## src/rtl/moxie_wb_upsizer.sv

```systemverilog
`default_nettype none
// ----------------------------------------------------------------------------
// moxie_wb_upsizer: 16-bit big-endian Wishbone to 32-bit classic bridge
// with a one-word read buffer and a bus-timeout watchdog.  Rev 1.0
// ----------------------------------------------------------------------------
module moxie_wb_upsizer #(
  parameter int TIMEOUT_CYCLES = 255,
  parameter bit BUF_EN         = 1'b1
) (
  input  logic        clk_i,
  input  logic        rst_i,
  input  logic        flush_i,
  input  logic [31:0] s_adr_i,
  input  logic [15:0] s_dat_i,
  output logic [15:0] s_dat_o,
  input  logic [1:0]  s_sel_i,
  input  logic        s_we_i,
  input  logic        s_cyc_i,
  input  logic        s_stb_i,
  output logic        s_ack_o,
  output logic        s_err_o,
  output logic [31:0] m_adr_o,
  output logic [31:0] m_dat_o,
  input  logic [31:0] m_dat_i,
  output logic [3:0]  m_sel_o,
  output logic        m_we_o,
  output logic        m_cyc_o,
  output logic        m_stb_o,
  input  logic        m_ack_i,
  input  logic        m_err_i
);

  localparam int            C_CW     = (TIMEOUT_CYCLES > 0) ? $clog2(TIMEOUT_CYCLES + 1) : 1;
  localparam logic [C_CW-1:0] C_TMO  = C_CW'(TIMEOUT_CYCLES);
  localparam bit            C_TMO_EN = (TIMEOUT_CYCLES != 0);

  typedef enum logic [1:0] {
    ST_IDLE = 2'd0,
    ST_REQ  = 2'd1,
    ST_DONE = 2'd2
  } state_t;

  state_t          r_state;
  logic            r_buf_valid;
  logic [29:0]     r_buf_tag;
  logic [31:0]     r_buf_data;
  logic            r_half;
  logic            r_abort;
  logic [C_CW-1:0] r_cnt;

  logic            w_req;
  logic            w_tag_match;
  logic            w_hit;
  logic [C_CW-1:0] w_cnt_nxt;
  logic            w_timeout;
  logic            w_live;
  logic [15:0]     w_rd_half;
  logic [15:0]     w_buf_half;
  logic            w_unused;

  assign w_req       = s_cyc_i & s_stb_i;
  assign w_tag_match = r_buf_valid && (r_buf_tag == s_adr_i[31:2]);
  assign w_hit       = BUF_EN && w_tag_match && !s_we_i && !flush_i;
  assign w_cnt_nxt   = r_cnt + 1'b1;
  assign w_timeout   = C_TMO_EN && (w_cnt_nxt == C_TMO);
  // Core may abandon the cycle mid-flight; the fabric cycle still finishes.
  assign w_live      = s_cyc_i && !r_abort;
  assign w_rd_half   = r_half ? m_dat_i[15:0] : m_dat_i[31:16];
  assign w_buf_half  = s_adr_i[1] ? r_buf_data[15:0] : r_buf_data[31:16];
  assign w_unused    = s_adr_i[0];

  always_ff @(posedge clk_i) begin
    if (!rst_i) begin
      r_state     <= ST_IDLE;
      r_buf_valid <= 1'b0;
      r_buf_tag   <= '0;
      r_buf_data  <= '0;
      r_half      <= 1'b0;
      r_abort     <= 1'b0;
      r_cnt       <= '0;
      s_dat_o     <= '0;
      s_ack_o     <= 1'b0;
      s_err_o     <= 1'b0;
      m_adr_o     <= '0;
      m_dat_o     <= '0;
      m_sel_o     <= '0;
      m_we_o      <= 1'b0;
      m_cyc_o     <= 1'b0;
      m_stb_o     <= 1'b0;
    end else begin
      s_ack_o <= 1'b0;
      s_err_o <= 1'b0;
      case (r_state)
        ST_IDLE: begin
          if (w_req) begin
            if (w_hit) begin
              s_dat_o <= w_buf_half;
              s_ack_o <= 1'b1;
              r_state <= ST_DONE;
            end else begin
              m_adr_o <= {s_adr_i[31:2], 2'b00};
              m_dat_o <= {s_dat_i, s_dat_i};
              m_sel_o <= !s_we_i   ? 4'hF :
                         s_adr_i[1] ? {2'b00, s_sel_i} : {s_sel_i, 2'b00};
              m_we_o  <= s_we_i;
              m_cyc_o <= 1'b1;
              m_stb_o <= 1'b1;
              r_half  <= s_adr_i[1];
              r_cnt   <= '0;
              r_abort <= 1'b0;
              r_state <= ST_REQ;
              if (s_we_i && w_tag_match) r_buf_valid <= 1'b0;
            end
          end
        end
        ST_REQ: begin
          r_cnt <= w_cnt_nxt;
          if (!s_cyc_i) r_abort <= 1'b1;
          if (m_err_i || w_timeout) begin
            m_cyc_o     <= 1'b0;
            m_stb_o     <= 1'b0;
            s_err_o     <= w_live;
            r_buf_valid <= 1'b0;
            r_state     <= ST_DONE;
          end else if (m_ack_i) begin
            m_cyc_o <= 1'b0;
            m_stb_o <= 1'b0;
            s_ack_o <= w_live;
            if (!m_we_o) begin
              r_buf_data  <= m_dat_i;
              r_buf_tag   <= m_adr_o[31:2];
              r_buf_valid <= BUF_EN;
              if (w_live) s_dat_o <= w_rd_half;
            end
            r_state <= ST_DONE;
          end
        end
        ST_DONE: r_state <= ST_IDLE;
        default: r_state <= ST_IDLE;
      endcase
      // Flush overrides any fill or invalidate made above on this edge.
      if (flush_i) r_buf_valid <= 1'b0;
    end
  end

endmodule
`default_nettype wire

```

## config.mk

```make
export PLATFORM = sky130hd
export DESIGN_NAME = moxie_wb_upsizer
export DESIGN_NICKNAME = d
export VERILOG_FILES = /design/src/rtl/moxie_wb_upsizer.sv
export SDC_FILE = /design/constraint.sdc
export NUM_CORES = 1
export LEC_CHECK = 0
export CAP_MARGIN = 20
export CORE_AREA = 4 4 122 124
export DETAILED_ROUTE_END_ITERATION = 7
export DIE_AREA = 0 0 126 128
export MAX_ROUTING_LAYER = met4
export PLACE_DENSITY = 0.79
export SLEW_MARGIN = 30
export SYNTH_ARGS = -nofsm -noshare
export SYNTH_HDL_FRONTEND = slang
export SYNTH_SLANG_ARGS = --single-unit
export TNS_END_PERCENT = 100
```

## constraint.sdc

```tcl
create_clock -name clk_i -period 3.5 [get_ports clk_i]
set_clock_uncertainty 0.2 [all_clocks]
set_input_delay 1.05 -clock clk_i [delete_from_list [all_inputs] [get_ports clk_i]]
set_output_delay 1.05 -clock clk_i [all_outputs]
set_load 0.01 [all_outputs]
```

After elaboration in Yosys (flattened, before gate mapping)
Cells that the tools add are included.
- logic and storage cells: 96
- input bits: 90
- register bits after elaboration: 161
- output and inout port bits: 89
- equality and inequality tests: 14
- multiplexer cells: 40
- reduce and logical (&&, ||, !) cells: 21
- bitwise gates (word level): 5
- add/subtract/negate cells: 1
- operator list (cell ; number):
    $mux W16 ; 8
    $pmux W16 S2 ; 1
    $eq A30 B30 Y1 ; 1
    $ne A2 B2 Y1 const B ; 9
    $mux W1 ; 17
    $mux W8 ; 2
    $pmux W8 S2 ; 1
    $reduce_and A4 Y1 ; 3
    $reduce_and A3 Y1 ; 3
    $add A8 B1 Y8 const B ; 1
    $eq A8 B8 Y1 const B ; 1
    $mux W2 ; 4
    $mux W4 ; 2
    $pmux W1 S2 ; 4
    $reduce_and A7 Y1 ; 1
    $ne A3 B3 Y1 const B ; 2
    $reduce_and A6 Y1 ; 1
    $logic_and A1 B1 Y1 ; 5
    $not A1 Y1 ; 4
    $pmux W2 S2 ; 1
    $logic_not A1 Y1 ; 3
    $eq A2 B1 Y1 const B ; 1
    $logic_not A2 Y1 ; 1
    $reduce_and A2 Y1 ; 1
    other kinds (4) ; 4

Longest topological paths before layout
Gate-level depths: netlist of run 1.
- depth after elaboration: 7
- mapped depth: 9
- depth with buffers taken out: 7

Worst setup path before layout of run 1
OpenSTA, ideal clock, no wires.
- kind: in2reg
- start: input port s_adr_i[27]
- end: register s_dat_o[8]
- path slack: 756 ps
- arrival time: 2474 ps
- stages on the path: 8
- library setup time: 71 ps
- data required time: 3229 ps
- buffers on the path: 2
- cell sequence: xnor2_1 nand4_1 nor4_4 and4_1 buf_1 buf_2 o21ai_1 a21oi_1
- longest elaborated chain between the ends: 6
- RTL lines (what ; RTL line ; source):
    start: declaration ; 13 ; input logic [31:0] s_adr_i,
    $eq A30 B30 Y1 ; 62 ; assign w_tag_match = r_buf_valid && (r_buf_tag == s_adr_i[31:2]);
    $logic_and A1 B1 Y1 ; 62 ;
    $logic_and A1 B1 Y1 (2 in a row) ; 63 ; assign w_hit = BUF_EN && w_tag_match && !s_we_i && !flush_i;
    $ne A2 B2 Y1 (no source line) ; n/a ;
    $reduce_and A7 Y1 (no source line) ; n/a ;
    end signal: assignment ; 97 ; s_dat_o <= w_buf_half;
    end signal: assignment ; 133 ; if (w_live) s_dat_o <= w_rd_half;
    end: declaration ; 15 ; output logic [15:0] s_dat_o,
No other way between the ends.
A chain may end at the register's enable or synchronous reset.

Worst setup path in the final report of run 1
- start: input port s_adr_i[27]
- end: register m_we_o
- longest elaborated chain between the ends: 6
- RTL lines (what ; RTL line ; source):
    $eq A30 B30 Y1 ; 62 ;
    $logic_and A1 B1 Y1 ; 62 ;
    $logic_and A1 B1 Y1 (2 in a row) ; 63 ;
    $not A1 Y1 (no source line) ; n/a ;
    $reduce_and A3 Y1 (no source line) ; n/a ;
    end signal: assignment ; 105 ; m_we_o <= s_we_i;
    end: declaration ; 26 ; output logic m_we_o,
No other way between the ends.

==> results of run 1 <==
==> path summary, 6_finish.rpt <==
| check | cells past startpoint | endpoint | slack, ns | from |
|---|---|---|---|---|
| worst max-delay path | 9 | m_we_o$_SDFFE_PN0P_ | 0.41 | s_adr_i[27] |
| worst min-delay path | 2 | s_dat_o[2]$_SDFFE_PN0P_ | 0.27 | s_dat_o[2]$_SDFFE_PN0P_ |
| worst max register to register | 8 | r_buf_tag[21]$_SDFFE_PN0P_ | 0.42 | r_cnt[0]$_SDFFE_PN0P_ |
| worst min register to register | 2 | s_dat_o[2]$_SDFFE_PN0P_ | 0.27 | s_dat_o[2]$_SDFFE_PN0P_ |
==> registers in the layout (all words and copies together), names as in the netlist <==
signal and cells:
m_stb_o 1, r_buf_valid 1, r_buf_tag 30, r_buf_data 32, s_err_o 1, m_dat_o 16
r_half 1, r_state 2, s_dat_o 16, s_ack_o 1, r_cnt 8, m_sel_o 4
r_abort 1, m_adr_o 30, m_we_o 1
==> logic make-up (layout without fill, tap and decap cells) <==
logic type / Yosys count / after routing / share of synthesized area, %
buf+inv: 73 / 231 / 7.13
flops: 145 / 145 / 44.0
other cells: 1 / 2 / 0.0568
mux: 126 / 126 / 19.1
compound gates: 99 / 99 / 9.46
fa+ha+maj: 2 / 2 / 0.379
xor+xnor: 33 / 33 / 4.38
simple gates: 216 / 216 / 15.5
==> area by class of cell <==
class,count,area share (%)
tap,180,2.52
multi-input combinational,478,36.4
sequential,145,32.5
inverter,9,0.407
timing repair buffer,191,21.8
clock inverter,12,1.23
clock buffer,19,5.07
==> per-stage QoR <==
stage | instances | worst slack (ns)
after detailed placement | 1003 | 0.0379
after global routing | 1034 | 0.190
after floorplan | 696 | 0.756
after CTS | 1034 | 0.395
after global placement | 1003 | 0.0985
final | 1034 | 0.409
==> power by group through the flow <==
stage	logic (W)	registers, W	clock network (W)
after global placement	0.000440	0.00176	0
after CTS	0.000454	0.00173	0.00174
after global routing	0.000483	0.00173	0.00181
after detailed placement	0.000449	0.00176	0
final	0.000449	0.00173	0.00171
after floorplan	0.000207	0.00177	0
==> critical path: cells and delay by family <==
family	cells	cell delay, ns
buffers and inverters	3	0.83
AND/OR/NAND/NOR	3	0.89
XOR/XNOR	1	0.26
AO/OA/AOI/OAI	2	0.19
==> synth_stat cells, drive strengths merged (3+ instances only) <==
cell type and count:
dfxtp 145, mux2i 126, nor2 124, a21oi 40
buf 38, xnor2 31, clkbuf 26, o21ai 21
a211oi 18, nand3 18, nand4 17, nor2b 16
nor3 12, inv 9, nand2 9, nand2b 4
o22ai 4, and2 3, o21a 3, or3 3
==> routing by layer <==
metal,up-vias,part of all wire (%)
li1,2707,-
met3,30,7.9
met2,170,49
met1,2601,41
met5,-,0
met4,0,2.1
==> flow_metrics.tcl, run 1 <==
set metrics [dict create \
    intPower_w 0.00295 \
    dpl.hpwl_um 12200 \
    ys_warn_count 0 \
    powerDensity_nw_per_um2 436 \
    p_sw_w 0.000934 \
    power_frac_seq_pct 44.4 \
    report.final.slew_viol_count 0 \
    setup_tns_ns 0 \
    leakagePower_nw 3.68 \
    utilization_pct 64.8 \
    synth_edf_count 0 \
    worstMarginPinSlew_ns 0.665 \
    ant_nets 0 \
    slowest_delay_ns 0.50 \
    path_cells "clkdlybuf4s50_1 > xnor2_1 > nand4_1 > nor4_4 > buf_4 > a21boi_4 > buf_12 > nand2b_1 > a21oi_1" \
    grt.total_usage_pct 21.5 \
    root_buffer "clkbuf_16" \
    gp_congestion 0.846 \
    yosysTopAreaCellShare_pct 44.0 \
    fp.dieArea_um2 16100 \
    cp_slowest_cell "nor4_4" \
    max_slew_margin_pct 55.4 \
    fin_area_um2 8920 \
    num-nets-final 934 \
    drc_errors 0 \
    cts_max_level 4 \
    fin_hold_ws_ns 0.266 \
    hold_class "flop to flop" \
    synth_area_um2 6600 \
    p_sw_share_pct 24.0 \
    num-fill-cells 1121 \
    use_met2_pct 36.7 \
    p_clk_share_pct 44.0 \
    syn_area_per_cell_um2 9.50 \
    status "finished, final reports clean" \
    cts_buffer_depth 2 \
    grt_use_met3_pct 7.58 \
    cts_tree "built" \
    drt-wirelength-per-cell_um 16.5 \
    timing.final.crit_share_pct 88.3 \
    crit_type "input port to flop" \
    cp-end-kind "flop" \
    place.port_buffers 175 \
    fmax_mhz 324 \
    p_total_w 0.00389 \
    synth_area_leaders "dfxtp_1, mux2i_1, nor2_1" \
    finalHoldViolCount 0 \
    max-vdd-ir-drop_uv 355 \
    setup_viol 0 \
    required_ns 3.65 \
    overflow 0 \
    cts_buffers 17 \
    synth-seq-cells 145 \
    p_comb_share_pct 11.6 \
    layout_min_cycle_time_ns 3.09 \
    n_antenna_cell 0 \
    post_cts_buffers 0 \
    rsz0062_at_grt "false" \
    final_common_cell "clkdlybuf4s50_1" \
    drt_wl_total_um 17100 \
    area_growth_pct 35.2 \
    grt_max_degree 71 \
    crit_fanout 35 \
    final_layout_size_suffix_gt1_share_pct 6.67 \
    use_met1_pct 23.2 \
    drtIter0Drc 360 \
    fp.dieW_um 126 \
    synth_async_sr_flop_share_pct 0 \
    final_cell_mix "clkdlybuf4s50_1, dfxtp_1, mux2i_1, nor2_1, a21oi_1" \
    core_um2 13800 \
    yosysSeqAreaShare_pct 44.0 \
    dr.pass1.iters 4 \
    cp-start-kind "input port" \
    hold_buffers 0 \
    path_clk_slew_ns 0.06 \
    multi_input_comb_area_um2 3250 \
    grt_pass1_vias 5652 \
    initial_utilization_pct 47.9 \
    synthCells 695 \
    antenna_found_initial 0 \
    grt.busiest_layer "met2" \
    clock-sinks 145 \
    place_area_um2 8360 \
    cts_resized 0 \
    yosysTopAreaCell "dfxtp_1" \
    post_drt_via_cell_ratio 5.33 \
    drv_cap 0 \
    grt_first_pass_wirelength_um 27300 \
    ios 179 \
    worstPathArrival_ns 3.24 \
    die_h_um 128 \
    seqCellArea_um2 2900 \
    yosysUniqueCellTypes 54 \
    rows 43 \
    synth_ff_type "dfxtp_1" \
    num_vias 5508 \
    clk_latency_ns 0.42 \
]
Note: power is estimated with default switching activity, not from simulation.
==> run 2, diff against run 1 <==
--- a/config.mk
+++ b/config.mk
@@ -6,11 +6,13 @@
 export NUM_CORES = 1
 export LEC_CHECK = 0
 export CAP_MARGIN = 20
-export CORE_AREA = 4 4 122 124
+export CORE_AREA = 4 4 110 112
 export DETAILED_ROUTE_END_ITERATION = 7
-export DIE_AREA = 0 0 126 128
+export DIE_AREA = 0 0 114 116
+export DONT_BUFFER_PORTS = 1
+export GPL_TIMING_DRIVEN = 0
 export MAX_ROUTING_LAYER = met4
-export PLACE_DENSITY = 0.79
+export PLACE_DENSITY = 0.75
 export SLEW_MARGIN = 30
 export SYNTH_ARGS = -nofsm -noshare
 export SYNTH_HDL_FRONTEND = slang
==> flow_metrics.tcl, run 2 (same netlist as run 1, synthesis figures left out) <==
set metrics [dict create \
    initial_utilization_pct 58.8 \
    cp-start-kind "input port" \
    max_slew_margin_pct 48.1 \
    path_cells "xnor2_1 > nand4_1 > nor4_1 > a21boi_1 > buf_2 > buf_2 > mux2i_1 > nor2_1" \
    clk_latency_ns 0.42 \
    drt-wirelength-per-cell_um 19.1 \
    cp_common_cell "buf_2" \
    status "finished, final reports clean" \
    grt_first_pass_wirelength_um 26200 \
    final_common_cell "dfxtp_1" \
    leakagePower_nw 3.18 \
    top_register "r_buf_data" \
    drc_errors 0 \
    timing.final.crit_share_pct 83.5 \
    drt_wl_total_um 16600 \
    cp_slowest_cell "nor4_1" \
    required_ns 3.59 \
    max-vdd-ir-drop_uv 389 \
    gp_congestion 0.883 \
    cts_tree "built" \
    crit_type "input port to flop" \
    post_drt_via_cell_ratio 5.75 \
    core_um2 11200 \
    antenna_found_initial 0 \
    ant_nets 0 \
    r2r_cells 9 \
    setup_tns_ns 0 \
    crit_fanout 10 \
    drv_cap 0 \
    grt.total_usage_pct 26.4 \
    setup_viol 0 \
    rsz0062_at_grt "false" \
    fp.dieW_um 114 \
    area_growth_pct 11.3 \
    final_cell_mix "dfxtp_1, mux2i_1, nor2_1, a21oi_1, xnor2_1" \
    cts_buffers 17 \
    fmax_mhz 342 \
    critPathTopFamily "simple AND/OR/NAND/NOR gates" \
    grt_max_degree 17 \
    num-nets-final 807 \
    min_path_cells 2 \
    cts_buffer_depth 2 \
    powerDensity_nw_per_um2 509 \
    cts_resized 0 \
    slowest_delay_ns 0.53 \
    hold_buffers 0 \
    root_buffer "clkbuf_16" \
    layout_min_cycle_time_ns 2.92 \
    report.final.slew_viol_count 0 \
    path_buf_inv 2 \
    n_antenna_cell 0 \
    place.port_buffers 0 \
    fin_cells 871 \
    drtIter0Drc 287 \
    hold_class "flop to flop" \
    worstMarginPinSlew_ns 0.778 \
    ios 179 \
    dpl.hpwl_um 12500 \
    grt_pass1_vias 5076 \
    reg2reg_slack_ns 0.70 \
    worst-path-stages 8 \
    dr.pass1.iters 5 \
    cp-end-kind "flop" \
    largest_reg_flops 32 \
    placed_cells 839 \
    num_vias 5009 \
    clock-sinks 145 \
    final_layout_size_suffix_gt1_share_pct 10.2 \
    post_cts_buffers 0 \
    fin_hold_ws_ns 0.296 \
    die_h_um 116 \
    fp.dieArea_um2 13200 \
    cts_max_level 4 \
    reg.largest.list "r_buf_data: 32 flops, m_adr_o: 30 flops, r_buf_tag: 30 flops" \
    finalHoldViolCount 0 \
    overflow 0 \
    rows 39 \
    worstPathArrival_ns 3.01 \
    path_clk_slew_ns 0.06 \
]
==> run 2: changes by cell type in the layout (fill, tap and decap cells not counted), sizes merged <==
| cell | previous run | this run |
|---|---|---|
| buf | 16 | 38 |
| bufinv | 1 | 2 |
| clkbuf | 19 | 48 |
| clkdlybuf4s50 | 175 | 0 |
| clkinv | 9 | 6 |
==> run 2: layer usage <==
layer / wire, um / vias to the layer above / track usage, %
met5: 0 / - / -
met4: 363 / 0 / 9.34
met3: 1740 / 29 / 9.87
met2: 7820 / 207 / 42.0
met1: 6670 / 2332 / 30.7
li1: - / 2441 / -
==> run 2: final cells by class <==
type | count | area (um2)
fill | 919 | 3880
multi-input combinational | 478 | 3230
sequential | 145 | 2900
clock buffer | 22 | 454
buffer | 64 | 437
tap | 143 | 179
clock inverter | 10 | 110
inverter | 9 | 33.8
==> run 2: final timing paths <==
kind                                from                           to
max                          s_adr_i[30]     m_adr_o[24]$_SDFFE_PN0P_
min          r_buf_data[13]$_SDFFE_PN0P_  r_buf_data[13]$_SDFFE_PN0P_
max reg2reg        r_cnt[1]$_SDFFE_PN0P_   r_buf_tag[20]$_SDFFE_PN0P_
min reg2reg  r_buf_data[13]$_SDFFE_PN0P_  r_buf_data[13]$_SDFFE_PN0P_
==> run 2: power breakdown <==
part | switching (W) | total [W] | internal [W] | leakage (nW)
Sequential | 0.0000530 | 0.00175 | 0.00169 | 1.18
Combinational | 0.000150 | 0.000262 | 0.000111 | 1.73
Clock | 0.000669 | 0.00173 | 0.00106 | 0.278
Total | 0.000872 | 0.00374 | 0.00287 | 3.18
==> run 2: per-stage QoR <==
step | area (um2) | total power [W] | util (%) | setup WS (ns)
final | 7350 | 0.00374 | 65.5 | 0.578
after floorplan | 6600 | 0.00198 | - | 0.756
after global placement | 6780 | 0.00203 | 60.4 | 0.174
after CTS | 7350 | 0.00377 | 65.5 | 0.636
after global routing | 7350 | 0.00387 | 65.5 | 0.379
after detailed placement | 6780 | 0.00204 | 60.4 | 0.201
==> run 2: worst register-to-register path, delay by kind of cell (launching register included) <==
family	cells	cell delay, ns
AOI/OAI and AO/OA	2	0.46
muxes	1	0.22
buffers and inverters	2	0.38
adders and majority gates	1	0.36
and+or+nand+nor	3	0.54
DFF	1	0.50
